## src/rtl/hybrid_branch_predictor_pkg.sv

```systemverilog
// Shared encodings for the hybrid branch predictor: 2-bit counter values,
// sweep/ready FSM states and a PC increment helper.
package hybrid_branch_predictor_pkg;

  localparam logic [1:0] CTR_SNT = 2'b00;
  localparam logic [1:0] CTR_WNT = 2'b01;
  localparam logic [1:0] CTR_WT  = 2'b10;
  localparam logic [1:0] CTR_ST  = 2'b11;

  localparam logic [0:0] BP_INIT  = 1'b0;
  localparam logic [0:0] BP_READY = 1'b1;

  function automatic logic [31:0] pc_plus4(input logic [31:0] pc);
    return pc + 32'd4;
  endfunction

endpackage

```

## src/rtl/hybrid_branch_predictor_sat_counter2.sv

```systemverilog
// Next-value logic for a 2-bit saturating counter; holds at 00 and 11.
module hybrid_branch_predictor_sat_counter2
  import hybrid_branch_predictor_pkg::*;
(
  input  logic [1:0] cur,
  input  logic       inc,
  output logic [1:0] nxt
);

  always_comb begin
    nxt = cur;
    if (inc && cur != CTR_ST)
      nxt = cur + 2'd1;
    else if (!inc && cur != CTR_SNT)
      nxt = cur - 2'd1;
  end

endmodule

```

## src/rtl/hybrid_branch_predictor.sv

```systemverilog
// Bimodal + gshare + chooser direction predictor with a direct-mapped BTB.
// Lookup is combinational on old contents; tables train from the EX update port.
module hybrid_branch_predictor
  import hybrid_branch_predictor_pkg::*;
#(
  parameter int BHT_IDX_W = 6,
  parameter int BTB_IDX_W = 4,
  parameter int GHR_W     = 6
) (
  input  logic        clk,
  input  logic        rst,
  input  logic [31:0] pred_pc,
  output logic        pred_ready,
  output logic        pred_taken,
  output logic [31:0] pred_target,
  input  logic        upd_val,
  input  logic [31:0] upd_pc,
  input  logic        upd_taken,
  input  logic [31:0] upd_target
);

  localparam int BHT_N = 1 << BHT_IDX_W;
  localparam int BTB_N = 1 << BTB_IDX_W;
  localparam int TAG_W = 30 - BTB_IDX_W;

  logic [0:0]           state;
  logic [BHT_IDX_W-1:0] sweep_idx;
  logic [GHR_W-1:0]     ghr;

  logic [1:0]       bim_tbl    [BHT_N];
  logic [1:0]       gsh_tbl    [BHT_N];
  logic [1:0]       cho_tbl    [BHT_N];
  logic             btb_valid  [BTB_N];
  logic [TAG_W-1:0] btb_tag    [BTB_N];
  logic [31:0]      btb_target [BTB_N];

  // Fetch-side lookup
  logic [BHT_IDX_W-1:0] bim_idx, gsh_idx;
  logic [BTB_IDX_W-1:0] btb_idx;
  logic [TAG_W-1:0]     lk_tag;
  logic                 use_gsh, lk_dir, lk_hit;

  assign bim_idx = pred_pc[BHT_IDX_W+1:2];
  assign gsh_idx = bim_idx ^ BHT_IDX_W'(ghr);
  assign btb_idx = pred_pc[BTB_IDX_W+1:2];
  assign lk_tag  = pred_pc[31:BTB_IDX_W+2];
  assign use_gsh = cho_tbl[bim_idx] >= CTR_WT;
  assign lk_dir  = use_gsh ? gsh_tbl[gsh_idx][1] : bim_tbl[bim_idx][1];
  assign lk_hit  = btb_valid[btb_idx] && (btb_tag[btb_idx] == lk_tag);

  assign pred_ready  = (state == BP_READY);
  assign pred_taken  = pred_ready && lk_hit && lk_dir;
  assign pred_target = pred_taken ? btb_target[btb_idx] : pc_plus4(pred_pc);

  // Update path, indexed with the history as it stood before this branch
  logic [BHT_IDX_W-1:0] u_bim_idx, u_gsh_idx;
  logic [BTB_IDX_W-1:0] u_btb_idx;
  logic [1:0]           bim_nxt, gsh_nxt, cho_nxt;
  logic                 bim_dir, gsh_dir, cho_en, gsh_ok, do_upd;

  assign u_bim_idx = upd_pc[BHT_IDX_W+1:2];
  assign u_gsh_idx = u_bim_idx ^ BHT_IDX_W'(ghr);
  assign u_btb_idx = upd_pc[BTB_IDX_W+1:2];
  assign bim_dir   = bim_tbl[u_bim_idx][1];
  assign gsh_dir   = gsh_tbl[u_gsh_idx][1];
  assign cho_en    = bim_dir != gsh_dir;
  assign gsh_ok    = gsh_dir == upd_taken;
  assign do_upd    = (state == BP_READY) && upd_val;

  hybrid_branch_predictor_sat_counter2 u_bim_ctr (
    .cur(bim_tbl[u_bim_idx]), .inc(upd_taken), .nxt(bim_nxt)
  );
  hybrid_branch_predictor_sat_counter2 u_gsh_ctr (
    .cur(gsh_tbl[u_gsh_idx]), .inc(upd_taken), .nxt(gsh_nxt)
  );
  hybrid_branch_predictor_sat_counter2 u_cho_ctr (
    .cur(cho_tbl[u_bim_idx]), .inc(gsh_ok), .nxt(cho_nxt)
  );

  // Sweep FSM and non-speculative global history
  always_ff @(posedge clk) begin
    if (rst) begin
      state     <= BP_INIT;
      sweep_idx <= '0;
      ghr       <= '0;
    end else if (state == BP_INIT) begin
      sweep_idx <= sweep_idx + BHT_IDX_W'(1);
      if (sweep_idx == '1)
        state <= BP_READY;
    end else if (upd_val) begin
      ghr <= {ghr[GHR_W-2:0], upd_taken};
    end
  end

  // Table storage: cleared one entry per cycle during the sweep, trained afterwards
  always_ff @(posedge clk) begin
    if (!rst) begin
      if (state == BP_INIT) begin
        bim_tbl[sweep_idx] <= CTR_WNT;
        gsh_tbl[sweep_idx] <= CTR_WNT;
        cho_tbl[sweep_idx] <= CTR_WNT;
        if (32'(sweep_idx) < 32'(BTB_N))
          btb_valid[sweep_idx[BTB_IDX_W-1:0]] <= 1'b0;
      end else if (do_upd) begin
        bim_tbl[u_bim_idx] <= bim_nxt;
        gsh_tbl[u_gsh_idx] <= gsh_nxt;
        if (cho_en)
          cho_tbl[u_bim_idx] <= cho_nxt;
        if (upd_taken) begin
          btb_valid[u_btb_idx]  <= 1'b1;
          btb_tag[u_btb_idx]    <= upd_pc[31:BTB_IDX_W+2];
          btb_target[u_btb_idx] <= upd_target;
        end
      end
    end
  end

  logic unused_ok;
  assign unused_ok = ^{pred_pc[1:0], upd_pc[1:0]};

endmodule
```

## config.mk

```make
export PLATFORM = sky130hd
export DESIGN_NAME = hybrid_branch_predictor
export DESIGN_NICKNAME = d
export VERILOG_FILES = /design/src/rtl/hybrid_branch_predictor_pkg.sv /design/src/rtl/hybrid_branch_predictor_sat_counter2.sv /design/src/rtl/hybrid_branch_predictor.sv
export SDC_FILE = /design/constraint.sdc
export NUM_CORES = 2
export LEC_CHECK = 0
export BUFFER_PORTS_ARGS = -buffer_cell sky130_fd_sc_hd__clkbuf_2
export CAP_MARGIN = 20
export CELL_PAD_IN_SITES_DETAIL_PLACEMENT = 1
export CELL_PAD_IN_SITES_GLOBAL_PLACEMENT = 2
export CORE_AREA = 10 10 412 414
export CTS_BUF_LIST = sky130_fd_sc_hd__clkbuf_8
export CTS_CLUSTER_SIZE = 10
export DETAILED_ROUTE_END_ITERATION = 7
export DIE_AREA = 0 0 422 424
export GPL_TIMING_DRIVEN = 0
export PLACE_DENSITY_LB_ADDON = 0.1
export SLEW_MARGIN = 25
export SYNTH_ARGS = -nofsm -noshare
export SYNTH_HDL_FRONTEND = slang
export SYNTH_SLANG_ARGS = --single-unit
export TNS_END_PERCENT = 30
```

## constraint.sdc

```tcl
create_clock -name clk -period 17.2 [get_ports clk]
set_clock_uncertainty 0.15 [all_clocks]
set_input_delay 2.58 -clock clk [delete_from_list [all_inputs] [get_ports clk]]
set_output_delay 2.58 -clock clk [all_outputs]
set_load 0.02 [all_outputs]
```

Word level (Yosys, flattened, before mapping):

Memories as Yosys holds them, arrays and structs flattened.
Index checks and enable logic that the tools add are counted.

* flip-flop bits (word level): 13
* memories kept: 6
* bits in writable memories: 1328

* bitwise gates (word level): 2
* order comparisons: 2
* equal/unequal tests: 7
* reduce and logical (&&, ||, !) cells: 20
* muxes and demuxes: 43
* $add $sub $neg: 8

Memory list
* btb_target: depth 16, bits a word 32, read ports 1, clocked after memory_dff 0, write ports 1, line hybrid_branch_predictor.sv:35 `logic [31:0] btb_target [BTB_N];`
* btb_tag: depth 16, bits a word 26, read ports 1, clocked after memory_dff 0, write ports 1, line hybrid_branch_predictor.sv:34 `logic [TAG_W-1:0] btb_tag [BTB_N];`
* bim_tbl: depth 64, bits a word 2, read ports 2, clocked after memory_dff 0, write ports 1, line hybrid_branch_predictor.sv:30 `logic [1:0] bim_tbl [BHT_N];`
* cho_tbl: depth 64, bits a word 2, read ports 2, clocked after memory_dff 0, write ports 1, line hybrid_branch_predictor.sv:32 `logic [1:0] cho_tbl [BHT_N];`
* gsh_tbl: depth 64, bits a word 2, read ports 2, clocked after memory_dff 0, write ports 1, line hybrid_branch_predictor.sv:31 `logic [1:0] gsh_tbl [BHT_N];`
* btb_valid: depth 16, bits a word 1, read ports 1, clocked after memory_dff 0, write ports 1, line hybrid_branch_predictor.sv:33 `logic btb_valid [BTB_N];`

Operator list (count)
* 32-bit by 3-bit adder with 32-bit output (second input constant): 1
* 32-bit 2-to-1 mux: 1
* 1-bit 2-to-1 mux: 29
* 26-bit equality test: 1
* 2-bit 2-to-1 mux: 9
* 6-bit 2-to-1 mux: 3
* 6-bit XOR: 2
* 1-bit logical AND: 10
* 2-bit by 1-bit adder with 2-bit output (second input constant): 3
* 6-bit by 1-bit adder with 6-bit output (second input constant): 1
* 6-bit equality test (second input constant): 1
* 6-bit by 5-bit less-than comparator with 1-bit output (second input constant): 1
* 2-bit inequality test (second input constant): 3
* 2-bit nonzero test: 3
* 2-bit OR reduction: 3
* 2-bit by 1-bit subtractor with 2-bit output (second input constant): 3
* 4-bit 2-to-1 mux: 1
* 2-bit greater-or-equal comparator (second input constant): 1
* 1-bit logical NOT: 2
* 2-bit AND reduction: 1
* 1-bit equality test: 1
* 1-bit inequality test: 1
* 1-bit OR reduction: 1

Depth between registers and ports, before layout:

An unclocked memory read counts as a cell.

* word-level depth: 10
* depth in mapped cells: 14
* gate-level depth less buffers: 11

Hierarchy:

Synthesis repeated with hierarchy kept, for this count alone.

* cell total of the unflattened synthesis: 2867
* area, all modules: 56359.1 um2

Modules (own cells, without submodules)
* hybrid_branch_predictor: instances 1, area each 56178.9 um2, sequential area each 40138.5 um2, cells an instance 2846
* hybrid_branch_predictor_sat_counter2: instances 3, area each 60.1 um2, sequential area each 0.0 um2, cells an instance 7

Worst setup path before layout:

Ideal clock, no wire load.

* path type: input to register
* start: input upd_pc[2]
* end: memory gsh_tbl[0][1] (data pin)
* arrival: 7.702 ns
* setup slack: 8.760 ns
* required time: 16.462 ns
* stages: 12
* path through: buf_4 -> buf_6 -> xnor2_1 -> buf_2 -> buf_4 -> buf_2 -> mux4_2 -> mux4_2 -> mux4_2 -> ha_1 -> nand3b_1 -> a31oi_1

* word-level cells in the longest chain between the ends: 7
* elaborated cells between the ends (all ways): 11

Ends and longest elaborated chain
* start: declaration: line hybrid_branch_predictor.sv:17 `input logic [31:0] upd_pc,`
* 6-bit XOR (*): line hybrid_branch_predictor.sv:62 `assign u_gsh_idx = u_bim_idx ^ BHT_IDX_W'(ghr);`
* memory 64 x 2 bit (*)
* parallel branches: the longest is 3 deep, another holds 2-bit by 1-bit subtractor with 2-bit output
* 2-bit 2-to-1 mux (*): line hybrid_branch_predictor_sat_counter2.sv:12 `if (inc && cur != CTR_ST)`
* 2-bit 2-to-1 mux (no line) (*)
* end: declaration: line hybrid_branch_predictor.sv:31

Every way passes the cells marked *.

Final worst setup path:

* start: input pred_pc[3]
* end: output pred_target[11]

* word-level cells in the longest chain between the ends: 6
* elaborated cells between the ends (all ways): 15

Ends and longest elaborated chain
* start: declaration: line hybrid_branch_predictor.sv:12 `input logic [31:0] pred_pc,`
* parallel branches: the longest is 5 deep, another holds memory 64 x 2 bit
* 32-bit 2-to-1 mux (*): line hybrid_branch_predictor.sv:53 `assign pred_target = pred_taken ? btb_target[btb_idx] : pc_plus4(pred_pc);`
* end: declaration: line hybrid_branch_predictor.sv:15 `output logic [31:0] pred_target,`

Marks and branches as above.

==> out/qor_table.md <==
| Quantity | Value |
|---|---|
| Result of the run | completed |
| Largest family of logic cells by synthesized area | multiplexers |
| Placeable core region | 162000 sq um |
| Total of flip-flops plus latches after synthesis | 1341 |
| Deepest clock path buffer count | 3 |
| Post-synthesis sequential area ratio | 71.7% |
| Pleak | 21.9 nW |
| Wire length after detailed routing | 182000 microns |
| Multiplexer share of the synthesized area | 19.8% |
| Internal power consumption | 5.02 mW |
| Number of maximum-capacitance violations | 0 |
| Pin count of the biggest net entering global routing | 65 |
| Final net count | 3299 |
| Final min period | 10.99 ns |
| DIE WIDTH | 422 microns |
| Share of power burned in the clock network | 40.1% |
| Top cells by area, synth | sky130_fd_sc_hd__edfxtp_1, sky130_fd_sc_hd__mux4_2, sky130_fd_sc_hd__nor2_1, sky130_fd_sc_hd__mux2i_1, sky130_fd_sc_hd__a22oi_1 |
| Source-to-sink clock delay at the later pin of the worst-skew pair | 0.97 ns |
| DRC violation total after the first TritonRoute iteration | 3011 |
| Largest area contributor in the netlist | sky130_fd_sc_hd__edfxtp_1 |
| Sum of overflow across all layers after global routing | 0 |
| Total GRT Usage | 20.1% |
| GPL Wtd Cong | 0.793 |
| Post-detailed-route wirelength per cell | 32.8 microns |
| Async set-or-reset flop fraction in the synthesized netlist | 0% |
| Number of buffers inserted to repair setup after CTS | 0 |
| Die H | 424 microns |
| First-pass GRT wire length | 256000 microns |
| Net switching power | 1.58 mW |
| Actual slew at the worst max-slew pin | 1.11 ns |
| Cell chosen for the clock root | sky130_fd_sc_hd__clkbuf_8 |
| DR DRC count | 0 |
| Post-synthesis compound-gate area fraction | 2.34% |
| Type of the worst min-delay path | reg2reg |
| Combined area of all synthesized cells | 56000 sq um |
| Number of placed cells counting well taps | 5137 |
| Vias post-DR | 30100 |
| Capturing element type of the critical path | output port |
| Area of the die | 179000 sq um |
| Post-synthesis simple-gate area fraction | 3.30% |
| I/O Pins | 134 |
| Headroom to the max-slew limit | 26.1% |
| Power share of the combinational group | 5.6% |
| Achievable clock frequency | 91.0 MHz |
| Maximum level of the CTS H-tree | 4 |
| Data arrival time at the worst-slack endpoint | 8.26 ns |
| Final Hold Slack | 0.408 ns |
| Count of flip-flops with a built-in enable after synthesis | 1328 |
| Mapped Cells | 2742 |
| Fraction of the cycle the final worst path needs | 63.9% |
| DR vias/cell | 5.41 |
| Mean post-synth cell area | 20.4 sq um |
| Maximum resistive drop on vdd | 76.6 uV |
| Final setup vio count | 0 |
| Setup TNS | 0 ns |
| Setup repair after global routing missed its margin | no |
| Starting density of the core | 34.6% |
| Post-synthesis cell type count | 69 |
| Fraction of layout cells with a size suffix above 1 | 33.4% |
| Number of antenna violations at the first check in global routing | 13 |
| Sequential share of power | 54.3% |
| Power consumption | 6.59 mW |
| Crit path max fanout | 10 |
| Area Growth Syn to Fin | 18.0% |
| Endpoints failing hold | 0 |
| Number of fill cells in the layout | 15400 |
| Clock tree from TritonCTS | built |
| Most used cells in the layout excluding fill and tap cells | sky130_fd_sc_hd__edfxtp_1, sky130_fd_sc_hd__mux4_2, sky130_fd_sc_hd__clkbuf_8, sky130_fd_sc_hd__nor2_1, sky130_fd_sc_hd__clkbuf_2 |
| Number of max-slew violations in the final report | 0 |
| Power Density | 99.8 nW/um^2 |
| Most used flip-flop cell after synthesis | sky130_fd_sc_hd__edfxtp_1 |
| Fraction of post-synthesis cell area in the top cell type by area | 71.2% |
| Required time of the worst setup path | 14.47 ns |
| Count of nets left with antenna violations after detail routing | 0 |
| Yosys Warn Count | 0 |
| Post-synthesis share of cell area spent on xor and xnor gates | 1.26% |
| Type of the worst setup path | in2out |
| Input/output buffers | 121 |
| Clk slew on worst S/H paths | 0.06 ns |
| Final cell count without fillers | 5558 |
| Commonest non-fill, non-tap cell in the layout | sky130_fd_sc_hd__edfxtp_1 |
| Adder and majority cell fraction of the synthesized area | 0.201% |
| Number of global-route vias before repair | 32900 |
| Count of cells resized by post-cts repair | 0 |
| Number of sinks driven by the clock tree | 1341 |
| Number of buffers inserted by hold repair at cts | 0 |
| Half-perimeter wire length of the detailed placement result | 125000 microns |
| Number of buffers added by the clock tree synthesis step | 226 |
| Critical path startpoint category | primary input |
| Num rows | 148 |
| Switching power as a share of total power | 23.9% |
| Total iterations of the first detailed-routing run | 7 |
| Post-Synthesis Net Count | 2851 |
==> path summary, 6_finish.rpt <==
| check | start | end | slack, ns | cells after the start |
|---|---|---|---|---|
| hold / removal | ghr[3] | ghr[3] | 0.41 | 2 |
| setup / recovery | pred_pc[3] | pred_target[11] | 6.21 | 15 |
| hold reg to reg | ghr[3] | ghr[3] | 0.41 | 2 |
| setup reg to reg | ghr[0] | gsh_tbl[34][0] | 11.24 | 13 |
==> layer usage <==
metal  vias up  wire length [microns]  GRT usage (%)
li1      12500                      -              -
met1     16400                  75900           25.9
met2       903                  93900           35.2
met3       249                   8280           3.12
met4         0                   4220           5.19
met5         -                      0              0
==> final cells by class <==
class	instances	area, sq um	area share (%)
diodes	7	17.5	0.0265
plain buffers	153	758	1.15
clock buffers	226	3110	4.71
clock inverters	188	996	1.51
inverters	18	67.6	0.102
multi-input cells	1230	15300	23.2
flip-flops and latches	1341	40100	60.7
well taps	2175	2720	4.12
repair buffers	220	2920	4.43
==> cells in the mapped netlist, types with 15 or more instances <==
library cell and instances:
sky130_fd_sc_hd__mux2_2 34, sky130_fd_sc_hd__a21oi_1 17, sky130_fd_sc_hd__buf_1 34, sky130_fd_sc_hd__nand4_1 15, sky130_fd_sc_hd__mux4_2 446, sky130_fd_sc_hd__clkbuf_1 59, sky130_fd_sc_hd__edfxtp_1 1328, sky130_fd_sc_hd__nand3_1 26
sky130_fd_sc_hd__nor2_1 209, sky130_fd_sc_hd__xor2_1 23, sky130_fd_sc_hd__o21ai_0 15, sky130_fd_sc_hd__nand2_1 94, sky130_fd_sc_hd__mux2i_1 67, sky130_fd_sc_hd__xnor2_1 56, sky130_fd_sc_hd__buf_2 42, sky130_fd_sc_hd__a22oi_1 69
==> worst max-delay path, stage by stage <==
cell                       delay, ns
sky130_fd_sc_hd__clkbuf_2       0.17
sky130_fd_sc_hd__buf_2          0.39
sky130_fd_sc_hd__buf_4          0.31
sky130_fd_sc_hd__buf_2          0.41
sky130_fd_sc_hd__buf_2          0.52
sky130_fd_sc_hd__mux4_2         0.38
sky130_fd_sc_hd__mux2i_1        0.20
sky130_fd_sc_hd__mux2i_1        0.22
sky130_fd_sc_hd__xnor2_1        0.46
sky130_fd_sc_hd__nand4_1        0.30
sky130_fd_sc_hd__nor4_1         0.49
sky130_fd_sc_hd__nand4_1        0.70
sky130_fd_sc_hd__buf_4          0.48
sky130_fd_sc_hd__mux2_2         0.38
sky130_fd_sc_hd__clkbuf_2       0.19
==> state kept, by name (all words and copies together) (netlist names) <==
register	flops
pred_ready	1
sweep_idx	6
cho_tbl	128
bim_tbl	128
btb_valid	16
btb_tag	416
btb_target	512
gsh_tbl	128
ghr	6
==> stage by stage <==
| stage | instance area, sq um | util (%) | worst slack, ns |
|---|---|---|---|
| floorplan | 56000 | - | 8.76 |
| global placement | 59300 | 36.7 | 3.72 |
| detailed placement | 62000 | 38.3 | 6.03 |
| CTS | 66100 | 40.9 | 6.07 |
| global route | 66100 | 40.9 | 6.07 |
| finish | 66100 | 40.9 | 6.21 |
==> cell families after synthesis <==
| group | count (synthesis) |
|---|---|
| AND/OR/NAND/NOR | 419 |
| buffers and inverters | 171 |
| flip-flops | 1341 |
| XOR/XNOR | 80 |
| adder cells (fa/ha/maj) | 9 |
| multiplexers | 547 |
| AO/OA/AOI/OAI | 175 |
==> power by group through the flow <==
stage,clock [mW],sequential [mW],combinational (mW)
finish,2.64,3.58,0.371
global route,2.86,3.58,0.394
CTS,2.72,3.58,0.380
detailed placement,0,3.65,0.379
global placement,0,3.65,0.365
floorplan,0,3.65,0.203
No activity file was read; power rests on OpenSTA's default activity.
